### src/rtl/dff_reg_arbiter_if.sv
// Request/grant bus between datapath requesters and the shared negative-edge register arbiter.
interface dff_reg_arbiter_if #(
  parameter int unsigned NREQ = 4,
  parameter int unsigned W    = 8
);
  logic [NREQ-1:0]   req;
  logic [NREQ-1:0]   lock;
  logic [NREQ*W-1:0] wdata;
  logic [NREQ-1:0]   gnt;
  logic [NREQ-1:0]   ack;
  logic [W-1:0]      q;
  logic              busy;

  modport master (output req, lock, wdata, input gnt, ack, q, busy);
  modport slave  (input req, lock, wdata, output gnt, ack, q, busy);
endinterface

### src/rtl/dff_reg_arbiter.sv
// Round-robin arbiter granting NREQ requesters write access to one shared W-bit
// falling-edge register, with bounded lock bursts.
module dff_reg_arbiter #(
  parameter int unsigned NREQ    = 4,
  parameter int unsigned W       = 8,
  parameter int unsigned MAXHOLD = 8
) (
  input  logic               c,
  input  logic               r,
  dff_reg_arbiter_if.slave   bus
);

  localparam int unsigned PW = (NREQ > 1) ? $clog2(NREQ) : 1;
  localparam int unsigned HW = 8;

  typedef enum logic [1:0] {IDLE, WRITE, HOLD} state_t;

  state_t          state, state_n;
  logic [PW-1:0]   ptr, ptr_n, owner, owner_n, win;
  logic            found;
  logic [HW-1:0]   hcnt, hcnt_n, hcnt_inc;
  logic [NREQ-1:0] gnt, gnt_n, ack, ack_n;
  logic [W-1:0]    q, q_n, owner_word;
  logic            busy;
  logic            owner_req, owner_lock;

  // First asserted request scanning upward from ptr with wrap.
  always_comb begin : pick
    int unsigned idx;
    win   = '0;
    found = 1'b0;
    idx   = 0;
    for (int unsigned k = 0; k < NREQ; k++) begin
      idx = (32'(ptr) + k) % NREQ;
      if (!found && bus.req[PW'(idx)]) begin
        win   = PW'(idx);
        found = 1'b1;
      end
    end
  end

  assign owner_word = bus.wdata[32'(owner)*W +: W];
  assign owner_req  = bus.req[owner];
  assign owner_lock = bus.lock[owner];
  assign hcnt_inc   = hcnt + HW'(1);

  always_comb begin
    state_n = state;
    ptr_n   = ptr;
    owner_n = owner;
    hcnt_n  = hcnt;
    gnt_n   = gnt;
    ack_n   = '0;
    q_n     = q;
    case (state)
      IDLE: begin
        gnt_n = '0;
        if (found) begin
          gnt_n   = NREQ'(1) << win;
          owner_n = win;
          state_n = WRITE;
        end
      end
      WRITE: begin
        ptr_n = (owner == PW'(NREQ-1)) ? '0 : owner + PW'(1);
        if (owner_req) begin
          q_n    = owner_word;
          ack_n  = NREQ'(1) << owner;
          hcnt_n = HW'(1);
          if (owner_lock && (MAXHOLD > 1)) begin
            state_n = HOLD;
          end else begin
            gnt_n   = '0;
            state_n = IDLE;
          end
        end else begin
          gnt_n   = '0;
          state_n = IDLE;
        end
      end
      HOLD: begin
        if (owner_req && owner_lock) begin
          q_n    = owner_word;
          ack_n  = NREQ'(1) << owner;
          hcnt_n = hcnt_inc;
          // Burst length cap keeps other requesters from starving.
          if (hcnt_inc == HW'(MAXHOLD)) begin
            gnt_n   = '0;
            state_n = IDLE;
          end
        end else begin
          gnt_n   = '0;
          state_n = IDLE;
        end
      end
      default: begin
        gnt_n   = '0;
        state_n = IDLE;
      end
    endcase
  end

  always_ff @(negedge c or negedge r) begin
    if (!r) begin
      state <= IDLE;
      ptr   <= '0;
      owner <= '0;
      hcnt  <= '0;
      gnt   <= '0;
      ack   <= '0;
      q     <= '0;
      busy  <= 1'b0;
    end else begin
      state <= state_n;
      ptr   <= ptr_n;
      owner <= owner_n;
      hcnt  <= hcnt_n;
      gnt   <= gnt_n;
      ack   <= ack_n;
      q     <= q_n;
      busy  <= (state_n != IDLE);
    end
  end

  assign bus.gnt  = gnt;
  assign bus.ack  = ack;
  assign bus.q    = q;
  assign bus.busy = busy;

endmodule

### src/flat_wrapper.sv
// flat-port wrapper written by rule: the top's interface ports become plain ports
module dff_reg_arbiter_flat 
#(
  parameter int unsigned NREQ    = 4,
  parameter int unsigned W       = 8,
  parameter int unsigned MAXHOLD = 8
)
  (c, r, bus_req, bus_lock, bus_wdata, bus_gnt, bus_ack, bus_q, bus_busy);
  dff_reg_arbiter_if #(.NREQ(NREQ), .W(W)) bus_i ();
  input  logic c;
  input  logic r;
  input wire logic [$bits(bus_i.req)-1:0] bus_req;
  input wire logic [$bits(bus_i.lock)-1:0] bus_lock;
  input wire logic [$bits(bus_i.wdata)-1:0] bus_wdata;
  output wire logic [$bits(bus_i.gnt)-1:0] bus_gnt;
  output wire logic [$bits(bus_i.ack)-1:0] bus_ack;
  output wire logic [$bits(bus_i.q)-1:0] bus_q;
  output wire logic [$bits(bus_i.busy)-1:0] bus_busy;
  assign bus_i.req = bus_req;
  assign bus_i.lock = bus_lock;
  assign bus_i.wdata = bus_wdata;
  assign bus_gnt = bus_i.gnt;
  assign bus_ack = bus_i.ack;
  assign bus_q = bus_i.q;
  assign bus_busy = bus_i.busy;
  dff_reg_arbiter #(.NREQ(NREQ), .W(W), .MAXHOLD(MAXHOLD)) u_core (.c(c), .r(r), .bus(bus_i));
endmodule
### config.mk
export PLATFORM = sky130hd
export DESIGN_NAME = dff_reg_arbiter_flat
export DESIGN_NICKNAME = d
export VERILOG_FILES = /design/src/rtl/dff_reg_arbiter_if.sv /design/src/rtl/dff_reg_arbiter.sv /design/src/flat_wrapper.sv
export SDC_FILE = /design/constraint.sdc
export NUM_CORES = 1
export LEC_CHECK = 0
export ABC_AREA = 1
export BUFFER_PORTS_ARGS = -buffer_cell sky130_fd_sc_hd__buf_2
export CAP_MARGIN = 40
export CELL_PAD_IN_SITES_DETAIL_PLACEMENT = 0
export CELL_PAD_IN_SITES_GLOBAL_PLACEMENT = 1
export CORE_UTILIZATION = 35
export DETAILED_ROUTE_END_ITERATION = 8
export PLACE_DENSITY_LB_ADDON = 0.1
export SYNTH_ARGS = -nofsm -noshare
export SYNTH_HDL_FRONTEND = slang
export SYNTH_SLANG_ARGS = --single-unit
### constraint.sdc
create_clock -name c -period 2.3 [get_ports c]
set_clock_uncertainty 0.1 [all_clocks]
set_input_delay 0.23 -clock c [delete_from_list [all_inputs] [get_ports c]]
set_output_delay 0.23 -clock c [all_outputs]
set_load 0.01 [all_outputs]
# Word-level counts from Yosys, hierarchy flattened
# Cells that the tools add are included.
dict set report word_totals {
  mem_bits_rw 0
  latch_bits 0
  reg_bits 31
  n_memories 0
  mem_bits_ro 0
}
dict set report op_classes {
  reduce_logical 13
  magnitude_cmp 5
  n_mul 0
  addsub 5
  shift 3
  n_eq_ne 8
  n_bitwise 0
  muxes 42
  div_mod_pow 0
}
# op count
set op_table {}
lappend op_table {{8-bit two-way mux} 4}
lappend op_table {{8-bit one-hot mux with 2 select lines} 2}
lappend op_table {{32-bit by 6-bit variable part select with 8-bit output} 1}
lappend op_table {{4-bit two-way mux} 7}
lappend op_table {{2-bit two-way mux} 10}
lappend op_table {{2-bit by 3-bit less-than comparator with 1-bit output, second input constant} 5}
lappend op_table {{1-bit binary-select mux with 2-bit select} 6}
lappend op_table {{4-bit one-hot mux with 3 select lines} 1}
lappend op_table {{1-bit two-way mux} 10}
lappend op_table {{8-bit by 1-bit adder with 8-bit output, second input constant} 1}
lappend op_table {{8-bit by 4-bit equality test with 1-bit output, second input constant} 1}
lappend op_table {{4-bit one-hot mux with 2 select lines} 1}
lappend op_table {{1-bit by 2-bit left shift with 4-bit output, first input constant} 2}
lappend op_table {{3-bit inequality test, second input constant} 2}
lappend op_table {{2-bit one-hot mux with 3 select lines} 1}
lappend op_table {{2-bit by 1-bit adder with 2-bit output, second input constant} 2}
lappend op_table {{2-bit adder, second input constant} 2}
lappend op_table {{2-bit equality test, second input constant} 2}
lappend op_table {{1-bit logical AND} 4}
lappend op_table {{2-bit by 1-bit inequality test with 1-bit output, second input constant} 2}
lappend op_table {{2-bit AND reduction} 2}
lappend op_table {{2-bit nonzero test} 2}
lappend op_table {{1-bit logical NOT} 3}
lappend op_table {{3-bit AND reduction} 1}
lappend op_table {{other kinds (2)} 2}

# Logic depth before layout (Yosys ltp)
# Gate-level depths: netlist (run 1).
dict set report logic_depth {
  ltp_word 15
  depth_mapped 13
  mapped_depth_nobuf 13
}

==> summary.md, run 1 <==
| Metric | Value |
|---|---|
| Final setup fails | 5 |
| Die height | 79.24 microns |
| Synth area leader | dfrtn_1 |
| Die area | 6279 sq um |
| Met2 WL | 2673 microns |
| Status | finished with violations |
| Max-Cap Viols | 0 |
| Worst Slack Setup Final | -0.01972 ns |
| Core ar. | 5642 sq um |
| Netlist cell types | 28 |
| Number of global-route vias before repair | 2,117 |
| Failing checks | negative setup slack |
| Slew headroom | 65.17% |
| Comb power frac | 64.2% |
| Max VDD drop | 0.7087 mV |
| Synth area leaders | dfrtn_1 37%, nand2_1 17%, o21ai_0 6.7% |
| Prevailing post-synth register cell | dfrtn_1 |
| WL/cell | 11.94 microns |
| Routability cong. | 0.7753 |
| Post-synthesis register bit count | 31 |
| Worst setup EP type | register |
| Power Dens Cells | 1276 nW/um^2 |
| Final slew viol count | 0 |
| RSZ-0062 raised after global routing | true |
| Min-Delay Endpoint | u_core.bus.q[3] |
| Hold buffers post-CTS | 0 |
| Inserted Diodes | 0 |
| Met1 Routed Length | 2507 microns |
| IO Port Bufs | 58 |
| Mapped Nets | 353 |
| Share of flip-flops with an asynchronous set or reset | 100.0% |
| Hold Path Origin | u_core.bus.q[3] |
| FF-to-FF setup slack | 0.29 ns |
| Post-route cell area | 3094 sq um |
| Clock power frac | 14.1% |
| Final hold viol count | 0 |
| Hold Crit Class | reg2reg |
| Cells on Worst Hold Path | 2 |
| Syn Inst Count | 302 |
| Via count | 2,160 |
| Switch share | 46.59% |
| Worst path required time | 1.19 ns |
| TritonCTS Buffers | 5 |
| Met3 wire length | 192 microns |
| Rows | 27 |
| Ys Warns | 0 |
| Detail Placement HPWL | 4012 microns |
| Capture point of the worst reg-to-reg path | u_core.bus.busy |
| Vias per cell | 4.726 |
| CTS root buf | clkbuf_8 |
| Latest clock arrival within the worst-skew pair | 0.29 ns |
| Placed instance area | 2646 sq um |
| Total track usage | 18.79% |
| Starting Density | 37.01% |
| Sequential fraction of the synthesis area | 37.15% |
| LEAKAGE | 1.609 nW |
| Reg2Reg Depth | 12 |
| Pin count of the biggest net entering global routing | 19 |
| Post-synth top area share | 37.15% |
| CTS tree | done |
| Most common cell in the netlist | nand2_1 |
| Final ANT Viol Nets | 0 |
| # clock sinks | 31 |
| Initial antenna violation count | 0 |
| Switch Pwr | 0.001839 W |
| H-tree Lvls | 2 |
| Nets@finish | 435 |
| GRT Residual Overflow | 0 |
| Critical Path Source | bus_req[3] |
| Synth top cells by count | 97 x nand2_1, 36 x nor2_1, 32 x inv_1 |
| Global-route wire length before repair | 9246 microns |
| Clock-pin slew on the worst setup and hold paths | 0.05 ns |
| Die Wd | 79.24 microns |
| Mapped cell area | 2088 sq um |
| Reg2reg start | u_core.ptr[0] |
| DRT Wirelength | 5458 microns |
| Initial drt markers | 100 |
| Max clock buf depth | 2 |
| Worst Path Max Fanout | 4 |
| Mean cell area of the mapped netlist | 6.915 sq um |
| Crit path kind | in2reg |
| Final core utilization | 54.85% |
| Crit path DAT | 1.21 ns |
| Share of cells above drive strength 1 | 40.78% |
| Startpoint Class | input port |
| Slew at the pin closest to its max-slew limit | 0.5225 ns |
| Area growth syn-to-layout | 48.17% |
| Highest metal layer with signal wires | met4 |
| I/O Pins | 59 |
| Pint | 0.002108 W |
| DRC Markers | 0 |
| Initial DRT Pass Iterations | 5 |
| Flop pwr share | 21.7% |
| EDFF count, synth | 0 |
-- power by group through the flow --
stage | clock [W] | sequential (W) | combinational, W
after global routing | 0.000599 | 0.000872 | 0.00285
after CTS | 0.000570 | 0.000854 | 0.00229
after global placement | 0 | 0.000857 | 0.00213
after floorplan | 0 | 0.000914 | 0.00153
after detailed placement | 0 | 0.000861 | 0.00213
final | 0.000556 | 0.000857 | 0.00253
-- cells by family after synthesis --
kind of cell / count (synthesis) / share of synthesized area (%)
AOI/OAI and AO/OA: 50 / 13.42
DFF: 31 / 37.15
and+or+nand+nor: 169 / 34.87
xor gates and xnor gates: 1 / 0.4195
adders and majority gates: 9 / 5.393
buffers and inverters: 42 / 8.748
-- per-stage QoR --
stage | power (W) | setup WS [ns] | hold slack, ns | setup TNS [ns] | cells
after detailed placement | 0.002993 | -0.4351 | 0.3201 | -10.69 | 439
final | 0.003947 | -0.01972 | 0.3188 | -0.03957 | 457
after CTS | 0.003714 | -0.01519 | 0.3231 | -0.07678 | 450
after global placement | 0.002987 | -0.4249 | 0.3204 | -10.25 | 439
after floorplan | 0.002440 | -0.1210 | 0.3240 | -2.203 | 302
after global routing | 0.004324 | -0.1083 | 0.3390 | -1.327 | 457
-- what timing repair did --
action	in CTS	in global routing
buffers inserted	3	7
pin swaps	20	19
hold endpoints to repair	0	0
resized for setup	31	40
endpoints found under the setup margin	38	43
-- cell usage in the layout, fill, tap and decap left out, types with 3 or more instances in the layout --
cell type | synthesis | routed
a21oi_1 | 3 | 3
buf_12 | 0 | 3
buf_2 | 2 | 49
buf_4 | 2 | 18
buf_6 | 2 | 11
clkbuf_8 | 0 | 6
dfrtn_1 | 31 | 31
ha_1 | 9 | 9
inv_1 | 32 | 25
inv_2 | 2 | 5
nand2_1 | 97 | 77
nand2_2 | 9 | 19
nand2_4 | 1 | 9
nand3_1 | 17 | 11
nand3_2 | 1 | 7
nor2_1 | 36 | 32
nor2_4 | 2 | 6
o21ai_0 | 28 | 21
o21ai_1 | 4 | 6
o21ai_2 | 3 | 6
o22ai_1 | 10 | 9
-- metal layers --
metal / up-vias / global-route usage [%]
met1: 978 / 23.41
met5: - / 0
met2: 48 / 32.76
met4: 0 / 6.182
met3: 6 / 3.103
li1: 1128 / -
-- critical path, cell delays in order --
cell	delay (ns)
buf_12	0.09
inv_8	0.03
o21ai_4	0.16
nand2_2	0.08
o21ai_2	0.07
nand3b_4	0.17
buf_6	0.09
inv_2	0.03
nand2_2	0.05
nand3_2	0.07
nand2_2	0.08
nand2_1	0.05
-- flip-flops by register name (all words and copies together), names as in the netlist --
signal,count
u_core.bus.ack,4
u_core.bus.gnt,4
u_core.bus.busy,1
u_core.bus.q,8
u_core.owner,2
u_core.hcnt,8
u_core.ptr,2
u_core.state,2
-- how the worst max path moves through the flow --
stage | to | slack (ns)
global route | u_core.bus.busy | -0.11
global placement | u_core.bus.gnt[2] | -0.42
CTS | bus_gnt[1] | -0.02
floorplan | u_core.bus.gnt[2] | -0.12
detailed placement | u_core.bus.gnt[1] | -0.44
finish | u_core.bus.busy | -0.02
-- final cells by class --
| type | count | area (sq um) |
|---|---|---|
| Multi-Input combinational cell | 229 | 1366 |
| Tap cell | 72 | 90.09 |
| Fill cell | 561 | 2547 |
| Inverter | 34 | 150.1 |
| Timing Repair Buffer | 83 | 594.3 |
| Clock inverter | 2 | 35.03 |
| Sequential cell | 31 | 775.7 |
| Clock buffer | 6 | 82.58 |
(Power assumes the default switching activity.)
==> run 2: changes to the inputs <==
CORE_UTILIZATION = 36   (was 35)
==> run 2 against run 1 <==
Compared with the run above:
- the flow still finishes with violations (negative setup slack)
- global-route usage increased by 1.3 points
- cell count down 1.1%
- largest power group unchanged
- critical path type is now reg2out
- routed wire length up 2.6%
- power is 4.1% lower
- sequential share of layout area rose by 1.1 points
- sequential power grew 1%
- die area fell by 2.7%
- design area shrank 4.2%
==> summary.md, run 2 (synthesis gave the netlist of run 1 again) <==
| Metric | Value |
|---|---|
| H-tree Lvls | 2 |
| CTS root buf | clkbuf_8 |
| Max-Cap Viols | 0 |
| Tot Pwr | 0.003787 W |
| RSZ-0062 raised after global routing | true |
| Global-route wire length before repair | 9597 microns |
| Hold Crit Class | reg2reg |
| Final ANT Viol Nets | 0 |
| Power Dens Cells | 1278 nW/um^2 |
| Commonest non-fill, non-tap cell in the layout | nand2_1 |
| Final hold viol count | 0 |
| CP Cell Sequence | buf_2 |
| Area growth syn-to-layout | 41.88% |
| FF-to-FF setup slack | 0.34 ns |
| DRT Wirelength | 5599 microns |
| Latest clock arrival within the worst-skew pair | 0.29 ns |
| Crit path kind | reg2out |
| Met3 GRT Util | 4.535% |
| Die height | 78.16 microns |
| Largest regs | u_core.bus.q x8, u_core.hcnt x8 |
| Core ar. | 5540 sq um |
| Placed Cells | 437 |
| Final Non-Filler Cells | 452 |
| Share of cells above drive strength 1 | 38.16% |
| Worst Path Max Fanout | 2 |
| DRC Markers | 0 |
| Die area | 6109 sq um |
| Die Wd | 78.16 microns |
| TritonCTS Buffers | 5 |
| Worst Path Buf+Inv | 1 |
| Crit path max-delay family | flip-flops |
| Most frequent cells in the layout | 79 x nand2_1, 52 x buf_2, 32 x nor2_1 |
| Inserted Diodes | 0 |
| LEAKAGE | 1.559 nW |
| Initial drt markers | 96 |
| Rows | 27 |
| Hold buffers post-CTS | 0 |
| Startpoint Class | register |
| Via count | 2,182 |
| Worst Slack Setup Final | -0.03717 ns |
| Critical Path Source | u_core.bus.q[3] |
| Slew at the pin closest to its max-slew limit | 0.3312 ns |
| Number of global-route vias before repair | 2,227 |
| Failing checks | negative setup slack |
| IO Port Bufs | 58 |
| Initial DRT Pass Iterations | 4 |
| Slew headroom | 77.92% |
| Max clock buf depth | 2 |
| GRT Residual Overflow | 0 |
| Top Usage Layer GRT | met2 |
| Vias per cell | 4.827 |
| Status | finished with violations |
| M1 GR Usage | 23.65% |
| Critical Path Sink | bus_q[3] |
| Max VDD drop | 0.7161 mV |
| Post-Route Setup TNS | -0.1202 ns |
| WL/cell | 12.39 microns |
| Routability cong. | 0.7513 |
| Met2 GRT Util | 34.82% |
| Largest stage delay on the critical path | 0.43 ns |
| Reg2reg start | u_core.owner[0] |
| Hold_ws | 0.3210 ns |
| Reg2Reg Depth | 10 |
| CTS tree | done |
| Initial antenna violation count | 0 |
| Final slew viol count | 0 |
| Starting Density | 37.69% |
| Critical Path Stages | 1 |
| I/O Pins | 59 |
| # clock sinks | 31 |
| Dpl ws | -0.4006 ns |
| Worst setup EP type | output pin |
| Total track usage | 20.05% |
| Nets@finish | 431 |
| Crit path DAT | 2.01 ns |
| Final setup fails | 10 |
| Clock-pin slew on the worst setup and hold paths | 0.05 ns |
| Detail Placement HPWL | 4096 microns |
| Capture point of the worst reg-to-reg path | u_core.bus.gnt[1] |
| Max stage delay cell, worst path | dfrtn_1 |
| # fillers | 580 |
| Pin count of the biggest net entering global routing | 32 |
| Worst path required time | 1.97 ns |
## run 2: changes by cell type in the layout (fill, tap and decap cells not counted), sizes merged
cell | before | now
buf | 83 | 79
bufinv | 1 | 0
## run 2: metrics by stage
stage / cell area (sq um) / utilization, %
detailed placement: 2631 / 47.49
global placement: 2631 / 47.49
floorplan: 2200 / -
global route: 2963 / 53.48
CTS: 2790 / 50.36
finish: 2963 / 53.48
## run 2: how the worst min path moves through the flow
| stage | from | endpoint | slack, ns | depth (start not counted) |
|---|---|---|---|---|
| after floorplan | u_core.hcnt[0] | u_core.hcnt[0] | 0.32 | 1 |
| after global placement | u_core.bus.q[4] | u_core.bus.q[4] | 0.32 | 2 |
| after detailed placement | u_core.bus.gnt[1] | u_core.bus.gnt[1] | 0.32 | 2 |
| after CTS | u_core.bus.q[6] | u_core.bus.q[6] | 0.33 | 2 |
| after global routing | u_core.bus.gnt[2] | u_core.bus.gnt[2] | 0.35 | 2 |
| final | u_core.bus.q[6] | u_core.bus.q[6] | 0.32 | 2 |
## run 2: cell type report
| class | count | area, sq um | area share (%) |
|---|---|---|---|
| Clock buffer | 6 | 82.58 | 2.787 |
| Clock inverter | 1 | 5.005 | 0.1689 |
| Inverter | 34 | 157.7 | 5.321 |
| Multi-Input combinational cell | 229 | 1323 | 44.64 |
| Sequential cell | 31 | 775.7 | 26.18 |
| Tap cell | 72 | 90.09 | 3.041 |
| Timing Repair Buffer | 79 | 529.3 | 17.86 |
## run 2: timing repair
item                                    in CTS  in global routing
gates resized for setup                     15                 40
pin swaps                                   10                 25
setup buffers                                3                  4
endpoints found under the setup margin      37                 40
gates cloned                                 1                  0
## run 2: metal layers
metal  part of all wire [%]  wire length, microns
met1                     46                  2578
met2                     48                  2692
met3                    3.8                   210
met4                    2.1                   117
met5                      0                     0
## run 2: report_power, final
part,internal (W),switching [W]
clock network,0.000234,0.000204
logic,0.000998,0.00148
registers,0.000733,0.000135
total,0.00197,0.00182
==> run 3: changes to the inputs <==
BUFFER_PORTS_ARGS = unset   (was -buffer_cell sky130_fd_sc_hd__buf_2)
CORE_UTILIZATION = 44   (was 36)
DONT_BUFFER_PORTS = 1   (was unset)
==> run 3 against run 2 <==
Compared with the run above:
- the run ends with design-rule violations left
- global-route usage fell by 0.13 points
- sequential cell count did not move
- sequential power rose by 8.8%
- cell count fell by 19%
- largest cell class unchanged
==> summary.md, run 3 (synthesis gave the netlist of run 1 again) <==
| Metric | Value |
|---|---|
| Status | finished with violations |
| Failing checks | design-rule violations |
| Pin count of the biggest net entering global routing | 32 |
| Worst Path Max Fanout | 2 |
| Reg2reg start | u_core.owner[1] |
| Slew at the pin closest to its max-slew limit | 0.4297 ns |
| Max clock buf depth | 2 |
| Comb power frac | 57.9% |
| CTS tree | done |
| Critical Path Stages | 0 |
| Final core utilization | 53.94% |
| Max-Cap Viols | 0 |
| Most frequent cells in the layout | 88 x nand2_1, 34 x nor2_1, 31 x dfrtn_1 |
| Startpoint Class | register |
| Core ar. | 4444 sq um |
| H-tree Lvls | 2 |
| Final slew viol count | 0 |
| IO Port Bufs | 0 |
| TritonCTS Buffers | 5 |
| Max VDD drop | 0.5929 mV |
| Slew headroom | 71.35% |
| Switch share | 48.60% |
| DRC Markers | 2 |
| Hold_ws | 0.3516 ns |
| # clock sinks | 31 |
| Final hold viol count | 0 |
| DRT Wirelength | 4688 microns |
| Initial antenna violation count | 0 |
| Critical Path Sink | bus_q[3] |
| Vias per cell | 5.131 |
| I/O Pins | 59 |
| Routability cong. | 0.7326 |
| CTS root buf | clkbuf_8 |
| Starting Density | 46.99% |
| Share of cells above drive strength 1 | 20.06% |
| Post-Route Setup TNS | 0 ns |
| Post-CTS Repair Setup Buffers | 0 |
| Rows | 24 |
| FF-to-FF setup slack | 0.32 ns |
| Pint | 0.001669 W |
| Worst Slack Setup Final | 0.06164 ns |
| Latest clock arrival within the worst-skew pair | 0.29 ns |
| Reg2Reg Depth | 8 |
| Crit path DAT | 1.91 ns |
| Via count | 1,878 |
| Placed Cells | 359 |
| Dpl ws | -0.2115 ns |
| Capture point of the worst reg-to-reg path | u_core.hcnt[5] |
| Total track usage | 19.92% |
| Crit path kind | reg2out |
| Die height | 70.89 microns |
| Clock power frac | 13.1% |
| Initial DRT Pass Iterations | 8 |
| Switch Pwr | 0.001579 W |
| Final Non-Filler Cells | 366 |
| GRT Residual Overflow | 0 |
| WL/cell | 12.81 microns |
| Critical Path Source | u_core.bus.q[3] |
| Detail Placement HPWL | 3626 microns |
| Initial drt markers | 113 |
| LEAKAGE | 1.214 nW |
| Flop pwr share | 29.1% |
| Commonest non-fill, non-tap cell in the layout | nand2_1 |
| Worst path required time | 1.97 ns |
| Inserted Diodes | 0 |
| RSZ-0062 raised after global routing | true |
| Largest regs | u_core.bus.q x8, u_core.hcnt x8 |
| Final ANT Viol Nets | 0 |
| Area growth syn-to-layout | 14.80% |
| Global-route wire length before repair | 7859 microns |
| Final setup fails | 0 |
| Die area | 5025 sq um |
| Clock-pin slew on the worst setup and hold paths | 0.04 ns |
| Hold Crit Class | reg2reg |
| Worst setup EP type | output pin |
| Power Dens Cells | 1355 nW/um^2 |
| Die Wd | 70.89 microns |
| Number of global-route vias before repair | 1,762 |
| Nets@finish | 365 |
[run 3: how the worst min path moves through the flow]
| stage | slack (ns) | depth (start not counted) | start | end |
|---|---|---|---|---|
| finish | 0.35 | 1 | u_core.hcnt[0] | u_core.hcnt[0] |
| global route | 0.37 | 2 | u_core.hcnt[1] | u_core.hcnt[1] |
| CTS | 0.36 | 1 | u_core.hcnt[0] | u_core.hcnt[0] |
| detailed placement | 0.36 | 1 | u_core.hcnt[0] | u_core.hcnt[0] |
| global placement | 0.34 | 1 | u_core.hcnt[0] | u_core.hcnt[0] |
| floorplan | 0.32 | 1 | u_core.hcnt[0] | u_core.hcnt[0] |
[run 3: layer usage]
layer | part of all wire, % | vias to the layer above | global-route usage (%)
li1 | - | 979 | -
met2 | 45 | 40 | 32.05
met4 | 1.3 | 0 | 6.444
met5 | 0 | - | 0
met3 | 5.2 | 6 | 5.556
met1 | 48 | 853 | 26.07
[run 3: layout make-up]
type	count	area, sq um
Inverter	34	142.6
Clock inverter	1	5.005
Timing Repair Buffer	13	97.59
Sequential cell	31	775.7
Clock buffer	6	82.58
Fill cell	456	2047
Tap cell	52	65.06
Multi-Input combinational cell	229	1229
[run 3: power by group through the flow]
stage / Sequential, W / Combinational (W) / Clock (W)
5_1_grt: 0.000969 / 0.00217 / 0.000451
3_3_place_gp: 0.000954 / 0.00186 / 0
2_1_floorplan: 0.000914 / 0.00153 / 0
3_5_place_dp: 0.000956 / 0.00188 / 0
6_report: 0.000944 / 0.00188 / 0.000424
4_1_cts: 0.000950 / 0.00188 / 0.000434
[run 3: what timing repair did]
item | 4_1_cts | 5_1_grt
hold buffers | 0 | 0
endpoints found under the setup margin | 0 | 9
gates resized for setup | 0 | 3
[run 3: per-stage QoR]
stage / cell area (sq um) / power (W)
finish: 2397 / 0.003248
global route: 2397 / 0.003585
CTS: 2391 / 0.003265
detailed placement: 2303 / 0.002832
global placement: 2303 / 0.002813
floorplan: 2200 / 0.002440
